===== src/rtl/spike_frame_loader.sv =====
// Byte-serial loader: assembles sample frames, thresholds and classifier params from an 8-bit stream.
// Optional trailing XOR checksum byte per packet when SFL_CHECKSUM_EN is defined.
module spike_frame_loader #(
  parameter int                   NUM_CH      = 4,
  parameter int                   SAMPLE_W    = 16,
  parameter int                   GAP_MAX     = 15,
  parameter logic [SAMPLE_W-1:0]  THRESH_RST  = 16'h00C8,
  parameter logic [7:0]           CLASS_A_RST = 8'd20,
  parameter logic [7:0]           CLASS_B_RST = 8'd40,
  parameter logic [15:0]          TIMEOUT_RST = 16'd100
) (
  input  logic                         clk,
  input  logic                         rst,
  input  logic [7:0]                   byte_in,
  input  logic                         byte_valid,
  output logic [NUM_CH*SAMPLE_W-1:0]   frame_out,
  output logic                         frame_valid,
  output logic [NUM_CH*SAMPLE_W-1:0]   thresh_out,
  output logic [7:0]                   class_a_out,
  output logic [7:0]                   class_b_out,
  output logic [15:0]                  timeout_out,
  output logic                         cfg_valid,
  output logic                         busy,
  output logic                         err
);

  localparam int FW      = NUM_CH * SAMPLE_W;
  localparam int FB      = FW / 8;
  localparam int LEN_MAX = (FB > 4) ? FB : 4;
`ifdef SFL_CHECKSUM_EN
  localparam int EXTRA   = 1;
`else
  localparam int EXTRA   = 0;
`endif
  localparam int CNT_W   = $clog2(LEN_MAX + EXTRA + 1);
  localparam int GAP_W   = $clog2(GAP_MAX + 2);
  localparam int SH_W    = LEN_MAX * 8;

  localparam logic [CNT_W-1:0] DATA_LAST  = CNT_W'(FB + EXTRA - 1);
  localparam logic [CNT_W-1:0] PARAM_LAST = CNT_W'(4 + EXTRA - 1);

  localparam logic [1:0] OP_NOP    = 2'b00;
  localparam logic [1:0] OP_DATA   = 2'b01;
  localparam logic [1:0] OP_THRESH = 2'b10;
  localparam logic [1:0] OP_PARAM  = 2'b11;

  if ((SAMPLE_W % 8) != 0) begin : g_width_check
    $error("spike_frame_loader: SAMPLE_W must be a multiple of 8");
  end

  typedef enum logic {S_IDLE = 1'b0, S_PAYLOAD = 1'b1} state_t;

  state_t             r_state;
  state_t             w_state_next;
  logic [SH_W-1:0]    r_shadow;
  logic [SH_W-1:0]    w_shadow_next;
  logic [CNT_W-1:0]   r_cnt;
  logic [CNT_W-1:0]   w_last_idx;
  logic [GAP_W-1:0]   r_gap;
  logic [1:0]         r_op;
  logic               r_err;
  logic [FW-1:0]      r_frame;
  logic [FW-1:0]      r_thresh;
  logic [7:0]         r_class_a;
  logic [7:0]         r_class_b;
  logic [15:0]        r_timeout;
  logic               r_frame_valid;
  logic               r_cfg_valid;
  logic               w_busy;
  logic               w_hdr;
  logic               w_accept;
  logic               w_final;
  logic               w_gap_abort;
  logic               w_sum_ok;

  assign w_hdr       = (r_state == S_IDLE) && byte_valid;
  assign w_accept    = (r_state == S_PAYLOAD) && byte_valid;
  assign w_last_idx  = (r_op == OP_PARAM) ? PARAM_LAST : DATA_LAST;
  assign w_final     = w_accept && (r_cnt == w_last_idx);
  assign w_gap_abort = (r_state == S_PAYLOAD) && !byte_valid && (r_gap == GAP_W'(GAP_MAX));

`ifdef SFL_CHECKSUM_EN
  logic [7:0] r_xor;

  // running XOR of payload bytes, restarted at each header
  always_ff @(posedge clk or posedge rst) begin
    if (rst) begin
      r_xor <= 8'h00;
    end else if (w_hdr) begin
      r_xor <= 8'h00;
    end else if (w_accept) begin
      r_xor <= r_xor ^ byte_in;
    end
  end

  assign w_sum_ok = (byte_in == r_xor);
`else
  assign w_sum_ok = 1'b1;
`endif

  // state register
  always_ff @(posedge clk or posedge rst) begin
    if (rst) begin
      r_state <= S_IDLE;
    end else begin
      r_state <= w_state_next;
    end
  end

  // next-state logic
  always_comb begin
    w_state_next = r_state;
    case (r_state)
      S_IDLE: begin
        if (byte_valid && (byte_in[7:6] != OP_NOP)) w_state_next = S_PAYLOAD;
        else                                        w_state_next = S_IDLE;
      end
      S_PAYLOAD: begin
        if (w_final || w_gap_abort) w_state_next = S_IDLE;
        else                        w_state_next = S_PAYLOAD;
      end
      default: w_state_next = S_IDLE;
    endcase
  end

  // state-decoded outputs
  always_comb begin
    w_busy = 1'b0;
    case (r_state)
      S_IDLE:    w_busy = 1'b0;
      S_PAYLOAD: w_busy = 1'b1;
      default:   w_busy = 1'b0;
    endcase
  end

  // shadow with the current byte merged in, so commit sees the final byte too
  always_comb begin
    w_shadow_next = r_shadow;
    for (int k = 0; k < LEN_MAX; k++) begin
      if (r_cnt == CNT_W'(k)) w_shadow_next[8*k +: 8] = byte_in;
      else                    w_shadow_next[8*k +: 8] = r_shadow[8*k +: 8];
    end
  end

  // packet assembly, gap timeout, atomic commit and error tracking
  always_ff @(posedge clk or posedge rst) begin
    if (rst) begin
      r_shadow      <= '0;
      r_cnt         <= '0;
      r_gap         <= '0;
      r_op          <= OP_NOP;
      r_err         <= 1'b0;
      r_frame       <= '0;
      r_thresh      <= {NUM_CH{THRESH_RST}};
      r_class_a     <= CLASS_A_RST;
      r_class_b     <= CLASS_B_RST;
      r_timeout     <= TIMEOUT_RST;
      r_frame_valid <= 1'b0;
      r_cfg_valid   <= 1'b0;
    end else begin
      r_frame_valid <= 1'b0;
      r_cfg_valid   <= 1'b0;
      if (w_hdr) begin
        r_shadow <= '0;
        r_cnt    <= '0;
        r_gap    <= '0;
        r_op     <= byte_in[7:6];
        if (byte_in[7:6] == OP_NOP) r_err <= 1'b0;
      end else if (w_accept) begin
        r_shadow <= w_shadow_next;
        r_gap    <= '0;
        if (w_final) begin
          r_cnt <= '0;
          if (w_sum_ok) begin
            case (r_op)
              OP_DATA: begin
                r_frame       <= w_shadow_next[FW-1:0];
                r_frame_valid <= 1'b1;
              end
              OP_THRESH: begin
                r_thresh    <= w_shadow_next[FW-1:0];
                r_cfg_valid <= 1'b1;
              end
              OP_PARAM: begin
                r_class_a   <= w_shadow_next[7:0];
                r_class_b   <= w_shadow_next[15:8];
                r_timeout   <= {w_shadow_next[23:16], w_shadow_next[31:24]};
                r_cfg_valid <= 1'b1;
              end
              default: r_cfg_valid <= 1'b0;
            endcase
          end else begin
            r_err <= 1'b1;
          end
        end else begin
          r_cnt <= r_cnt + CNT_W'(1);
        end
      end else if (w_gap_abort) begin
        r_shadow <= '0;
        r_cnt    <= '0;
        r_gap    <= GAP_W'(GAP_MAX + 1);
        r_err    <= 1'b1;
      end else if (r_state == S_PAYLOAD) begin
        r_gap <= r_gap + GAP_W'(1);
      end
    end
  end

  assign frame_out   = r_frame;
  assign frame_valid = r_frame_valid;
  assign thresh_out  = r_thresh;
  assign class_a_out = r_class_a;
  assign class_b_out = r_class_b;
  assign timeout_out = r_timeout;
  assign cfg_valid   = r_cfg_valid;
  assign busy        = w_busy;
  assign err         = r_err;

endmodule


===== config.mk =====
export PLATFORM = sky130hd
export DESIGN_NAME = spike_frame_loader
export DESIGN_NICKNAME = d
export VERILOG_FILES = /design/src/rtl/spike_frame_loader.sv
export SDC_FILE = /design/constraint.sdc
export NUM_CORES = 1
export LEC_CHECK = 0
export CORE_MARGIN = 5
export CORE_UTILIZATION = 30
export CTS_BUF_LIST = sky130_fd_sc_hd__clkbuf_8
export DETAILED_ROUTE_END_ITERATION = 8
export PLACE_DENSITY_LB_ADDON = 0.3
export SLEW_MARGIN = 5
export SYNTH_ARGS = -nofsm -noshare
export SYNTH_HDL_FRONTEND = slang
export SYNTH_SLANG_ARGS = --single-unit
export TNS_END_PERCENT = 30

===== constraint.sdc =====
create_clock -name clk -period 8.11 [get_ports clk]
set_clock_uncertainty 0.05 [all_clocks]
set_input_delay 0.811 -clock clk [delete_from_list [all_inputs] [get_ports clk]]
set_output_delay 0.811 -clock clk [all_outputs]
set_load 0.01 [all_outputs]

Word level (Yosys, flattened, before mapping)
Index checks and enable logic that the tools add are counted.
- muxes and demuxes: 36
- eq/ne operators: 14
- bitwise operators: 2
- reductions and logical operators: 19
- add/subtract/negate cells: 2
- operator list (cell ; number):
    2-to-1 mux 64 bit ; 3
    2-to-1 mux 8 bit ; 8
    2-to-1 mux 5 bit ; 4
    == test 4 x 3 -> 1 bit (second input constant) ; 4
    2-to-1 mux 4 bit ; 4
    2-to-1 mux 1 bit ; 14
    AND reduction 4 bit ; 3
    == test 4 x 2 -> 1 bit (second input constant) ; 2
    logical AND 1 bit ; 6
    adder 5 x 1 -> 5 bit (second input constant) ; 1
    == test 5 x 4 -> 1 bit (second input constant) ; 1
    adder 4 x 1 -> 4 bit (second input constant) ; 1
    == test 2 bit (second input constant) ; 2
    == test 4 x 1 -> 1 bit (second input constant) ; 1
    == test 4 x 3 -> 1 bit ; 1
    logical NOT 4 bit ; 1
    case mux 1 bit (2 select lines) ; 2
    nonzero test 2 bit ; 2
    nonzero test 4 bit ; 1
    2-to-1 mux 3 bit ; 1
    AND reduction 3 bit ; 1
    nonzero test 3 bit ; 1
    == test 2 x 1 -> 1 bit (second input constant) ; 1
    logical NOT 2 bit ; 1
    other kinds (6) ; 7
- word-level logic and storage cells: 86
- output and inout bits: 164
- register bits: 239
- input bits: 11

Logic depth before layout (Yosys ltp)
Gate-level depths: netlist of run 1.
- depth in word-level cells: 7
- gate-level depth with buffers: 7
- mapped depth without buffers: 6

Worst setup path before layout of run 1
Ideal clock, no wire load.
- path kind: in2reg
- from: input byte_valid
- to: register r_thresh[0], in the netlist thresh_out[0]
- arrival time: 1907 ps
- library setup time: 125 ps
- stages on the path: 5
- setup slack: 6028 ps
- data required time: 7935 ps
- buffers on the path: 2
- cell sequence: nand4b_4 > nor4b_2 > buf_6 > buf_12 > mux2_4
- word-level cells in the longest chain between the ends: 3
- elaborated cells between the ends (all ways): 5
- classes of those cells: bitwise (1); reduce/logical (4)
- RTL lines (element ; RTL line ; source):
    start, declared ; 15 ; input logic byte_valid,
    logical AND 1 bit (on tied branches) ; 77, 76 ;
    logical AND 1 bit / inverter 1 bit (equally long branches) ; -- ;
    AND reduction 4 bit (no source line) (*) ; -- ;
    end signal, assigned ; 154 ; r_thresh <= {NUM_CH{THRESH_RST}};
    end signal, assigned ; 181 ; r_thresh <= w_shadow_next[FW-1:0];
    end, declared ; 63 ; logic [FW-1:0] r_thresh;
Mark *: on every way between the ends. The rest lies on a longest branch, timed or not.
A chain may end at the register's enable or synchronous reset.

Final worst setup path of run 1
- from: input byte_valid
- to: register r_thresh[63], in the netlist thresh_out[63]
Same word-level chain as after synthesis.

==> impl_metrics.toml, run 1 <==
[run_status]
status = "finished clean"

[cts]
clockRootBuffer = "clkbuf_8"
cts_max_level = 2
cts_tree = "done"
numCtsBuffers = 44
cts.sinks = 239
cts_setup_buffers = 0
clk_latency_ns = 0.54
clk_pin_slew_ns = 0.06
cts_hold_buffers = 0
cts-resized-gates = 0
cts_buffer_depth = 3

[synth]
synth_flop_cell = "dfrtp_1"
netlist_top_cells_area = "dfrtp_1, mux2_2, mux2_4"
ys_seq_area_frac = 0.587
synth-edff-count = 0
synth.ff_latch_count = 239
yosysMostFrequentCell = "dfrtp_1"
synth_cells = 658
syn_area_per_cell_um2 = 15.6
synth_commonest_cells = "dfrtp_1, mux2_2, a22o_1, mux2_4, dfstp_2"
synth.distinct_cells = 41
yosys_warnings = 0
synth_top_area_share = 0.538
syn_nets = 675
ys_async_sr_fraction = 1.00
synth_area_um2 = 10200
synth_top_cell_by_area = "dfrtp_1"

[drt]
post-route-drc-count = 0
routed_wirelength_um = 26200
via_per_inst = 4.60
wl_per_cell_um = 19.8
drt_iter0_markers = 212
dr.pass1.iters = 4
num_vias = 6097
ant_nets = 0

[power]
sw_frac_of_total = 0.303
p_int_mw = 2.99
power_frac_seq = 0.406
switching_power_mw = 1.30
p_leak_nw = 6.11
p_comb_frac = 0.315
p_per_area_nw_per_um2 = 323
ir_drop_v = 0.000135
clkPwrFrac = 0.279

[final_layout]
fillCellCount = 3117
final_net_count = 859
final_area_um2 = 13300
register_area_um2 = 6000
synthToLayoutAreaGrowth_pct = 29.6
diodes = 0
layout-drive-gt1-share = 0.377
fin_cells = 1325
multi_input_area_um2 = 3920

[setup_path]
cp_top_family = "buffers and inverters"
cpMaxStageDelayCell = "clkdlybuf4s50_1"
crit_chain = "clkdlybuf4s50_1, nand4b_4, nor4b_4, buf_4, mux2_2"
path_buf_inv = 2
crit_arrival_ns = 3.41
critPathMaxStageDelay_ns = 0.87
required_ns = 8.48
path_class = "in2reg"
end_kind = "flip-flop"
start_kind = "input pin"
path_depth = 5
r2r_cells = 5
cp_max_fo = 36

[timing]
max_freq_mhz = 330
worst_pin_slew_ns = 1.10
holdWs_ns = 0.439
final_max_slew_viol_count = 0
setup_viol = 0
period_share = 0.374
tns_ns = 0
hold_viol_final = 0
worst_slack_ns = 5.08
min_period_ns = 3.03
grt_setup_unrepaired = "false"
slew_headroom = 0.267

[placement]
pre_cts_slack_ns = 4.54
numPlacedInstances = 1244
dp_hpwl_um = 16000
portBuffers = 174
gp_congestion = 0.708
post_dp_cell_area_um2 = 12300

[min_path]
min_path_type = "reg2reg"
min_path_cells = 1

[die]
die_h_um = 195
fp.dieArea_um2 = 37900
start_util = 0.304
num_rows = 67
dieWidth_um = 195
core_um2 = 33600
num_io_pins = 175

[run]
cap_violations = 0

[global_route]
overflow = 0
grt_pass1_vias = 6585
grt_start_max_net_pins = 93
grt_first_pass_wirelength_um = 41100
grt_usage = 0.136
antenna_found_initial = 1
-- worst register-to-register path, stage by stage (launching register included) --
cell      delay (ns)
dfrtp_1         0.47
ha_1            0.39
nand4b_4        0.24
nor4b_4         0.34
buf_4           0.64
mux2_2          0.47
-- cell type report --
type / instances / share of cell area
clock buffer: 59 / 0.0612
timing repair buffer: 183 / 0.136
clock inverter: 22 / 0.00934
inverter: 7 / 0.00255
tap: 448 / 0.0423
multi-input combinational: 367 / 0.296
sequential: 239 / 0.453
-- cells in the final DEF (no fill, tap or decap), types with 4 or more instances in the layout --
master,Yosys,final
clkinv_2,0,5
mux2i_1,4,4
inv_1,6,19
o21ai_1,4,4
dfstp_2,19,19
dfrtp_1,220,220
ha_1,6,6
nor2_1,5,5
clkbuf_8,0,59
and2_1,5,4
clkdlybuf4s50_1,0,174
mux2_2,165,165
a21oi_1,7,6
a22o_1,64,64
mux2_4,60,60
nand2_1,9,9
buf_4,9,9
nand3b_1,5,5
-- logic make-up after synthesis --
family	synth area share
flip-flops	0.587
AND/OR/NAND/NOR	0.0284
AO/OA/AOI/OAI	0.0683
adder cells (fa/ha/maj)	0.00733
XOR/XNOR	0.000856
multiplexers	0.275
buffers and inverters	0.0340
-- sequential cells by signal (all words and copies together) (netlist names) --
register     count
r_state          1
class_b_out      8
r_gap            5
class_a_out      8
frame_valid      1
frame_out       64
cfg_valid        1
r_cnt            4
timeout_out     16
r_op             2
r_shadow        64
thresh_out      64
err              1
-- final timing paths --
| check | slack, ns | from | to |
|---|---|---|---|
| worst max-delay path | 5.08 | byte_valid | thresh_out[63] |
| worst min-delay path | 0.44 | class_a_out[3] | class_a_out[3] |
| worst min register to register | 0.44 | class_a_out[3] | class_a_out[3] |
| min in group asynchronous | 0.75 | rst | r_cnt[0] |
| worst max register to register | 5.40 | r_cnt[0] | thresh_out[63] |
| max in group asynchronous | 5.79 | rst | thresh_out[28] |
-- per-layer routing --
| metal | share of wire | wire (um) | vias to the layer above | track usage |
|---|---|---|---|---|
| met5 | 0 | 0 | - | 0 |
| met4 | 0.021 | 551 | 0 | 0.0370 |
| met3 | 0.063 | 1640 | 39 | 0.0428 |
| met2 | 0.45 | 11700 | 148 | 0.205 |
| met1 | 0.47 | 12300 | 3130 | 0.189 |
| li1 | - | - | 2780 | - |
-- power by group through the flow --
| stage | registers [mW] | logic (mW) | clock network, mW |
|---|---|---|---|
| final | 1.74 | 1.35 | 1.20 |
| after floorplan | 1.78 | 0.771 | 0 |
| after global routing | 1.79 | 1.47 | 1.30 |
| after detailed placement | 1.76 | 1.37 | 0 |
| after CTS | 1.74 | 1.38 | 1.25 |
| after global placement | 1.75 | 1.35 | 0 |
-- metrics by stage --
step	util	power (mW)
2_1_floorplan	-	2.55
3_3_place_gp	0.367	3.11
5_1_grt	0.395	4.55
3_5_place_dp	0.367	3.13
6_report	0.395	4.29
4_1_cts	0.395	4.37
(Power assumes the default switching activity.)
==> run 2: changes to the inputs <==
Clock period 8.11 ns to 2.7 ns, I/O delays scaled along.
==> impl_metrics.toml, run 2 (synthesis results as in run 1) <==
[run_status]
status = "finished clean"

[final_layout]
final_net_count = 881
register_area_um2 = 6000
fillCellCount = 3138
multi_input_area_um2 = 3920
final_common_cell = "dfrtp_1"
layout-drive-gt1-share = 0.389
mostFrequentLayoutCells = "dfrtp_1, clkdlybuf4s50_1, mux2_2"
final_util = 0.400
diodes = 0
synthToLayoutAreaGrowth_pct = 31.5

[setup_path]
path_class = "reg2reg"
required_ns = 3.05
crit_chain = "ha_1, nand4b_4, nor4b_4, buf_12, mux2_2"
cpMaxStageDelayCell = "dfrtp_1"
start_kind = "flip-flop"
rrSetupSlack_ns = 0.45
cp_max_fo = 31
end_kind = "flip-flop"
critPathMaxStageDelay_ns = 0.47
crit_arrival_ns = 2.60

[global_route]
antenna_found_initial = 0
grt_usage = 0.137
grt_first_pass_wirelength_um = 41600
overflow = 0
grt_start_max_net_pins = 93
grt_pass1_vias = 6758

[timing]
period_share = 0.833
setup_viol = 0
grt_setup_unrepaired = "false"
final_max_slew_viol_count = 0
hold_viol_final = 0
slew_headroom = 0.454
tns_ns = 0
worst_pin_slew_ns = 0.816
min_period_ns = 2.25
max_freq_mhz = 445

[cts]
cts.sinks = 239
clk_pin_slew_ns = 0.06
cts_tree = "done"
clk_latency_ns = 0.53
cts_setup_buffers = 0
cts_max_level = 2
cts_buffer_depth = 3
numCtsBuffers = 43
clockRootBuffer = "clkbuf_8"
cts-resized-gates = 0
cts_hold_buffers = 0

[power]
p_leak_nw = 6.22
ir_drop_v = 0.000371
p_per_area_nw_per_um2 = 943

[die]
num_io_pins = 175
core_um2 = 33600
start_util = 0.304
fp.dieArea_um2 = 37900
num_rows = 67
die_h_um = 195
dieWidth_um = 195

[placement]
gp_congestion = 0.735
portBuffers = 174
dp_hpwl_um = 16800

[drt]
wl_per_cell_um = 19.4
num_vias = 6194
dr.pass1.iters = 4
via_per_inst = 4.60
drt_iter0_markers = 281
post-route-drc-count = 0
routed_wirelength_um = 26100
ant_nets = 0

[run]
cap_violations = 0

[min_path]
min_path_type = "in2async"
==> run 2: through the flow <==
step                worst slack (ns)  hold slack (ns)  total power [mW]  instance area [um^2]  instances
floorplan                     -0.738            0.410              7.66                 10200        658
global placement               0.401            0.426              9.43                 12600       1267
detailed placement             0.349            0.426              9.48                 12600       1267
CTS                            0.460           0.0356              12.9                 13500       1346
global route                   0.324           0.0523              13.5                 13500       1346
finish                         0.452           0.0632              12.7                 13500       1346
==> run 2: path summary, 6_finish.rpt <==
check	from	to	cells after the start
worst max-delay path	r_cnt[0]	thresh_out[62]	5
worst min-delay path	rst	class_b_out[2]	2
worst max register to register	r_cnt[0]	thresh_out[62]	5
worst min register to register	r_shadow[39]	r_shadow[39]	1
max in group asynchronous	rst	thresh_out[38]	3
min in group clk	r_shadow[39]	r_shadow[39]	1
==> run 2: cell type report <==
type	instances	area share
clock buffers	56	0.0572
clock inverters	23	0.00697
inverters	7	0.00223
multi-input cells	367	0.291
flip-flops and latches	239	0.446
well taps	448	0.0416
repair buffers	206	0.155
==> run 2: power breakdown <==
part	leakage, nW	switching, mW	internal (mW)
Combinational	2.49	1.75	2.38
Sequential	3.21	0.623	4.61
Clock	0.517	1.48	1.85
Total	6.22	3.86	8.84
==> run 2: critical path: cells and delay by family, from the launching register on <==
family                   cells  cell delay, ns
adder cells (fa/ha/maj)      1            0.26
buffers and inverters        1            0.30
flip-flops                   1            0.47
multiplexers                 1            0.37
AND/OR/NAND/NOR              2            0.63
==> run 2: per-layer routing <==
layer | part of all wire | GRT usage | up-vias
met5 | 0 | 0 | -
met4 | 0.017 | 0.0326 | 0
met3 | 0.051 | 0.0350 | 36
met2 | 0.46 | 0.210 | 144
met1 | 0.48 | 0.195 | 3189
li1 | - | - | 2825
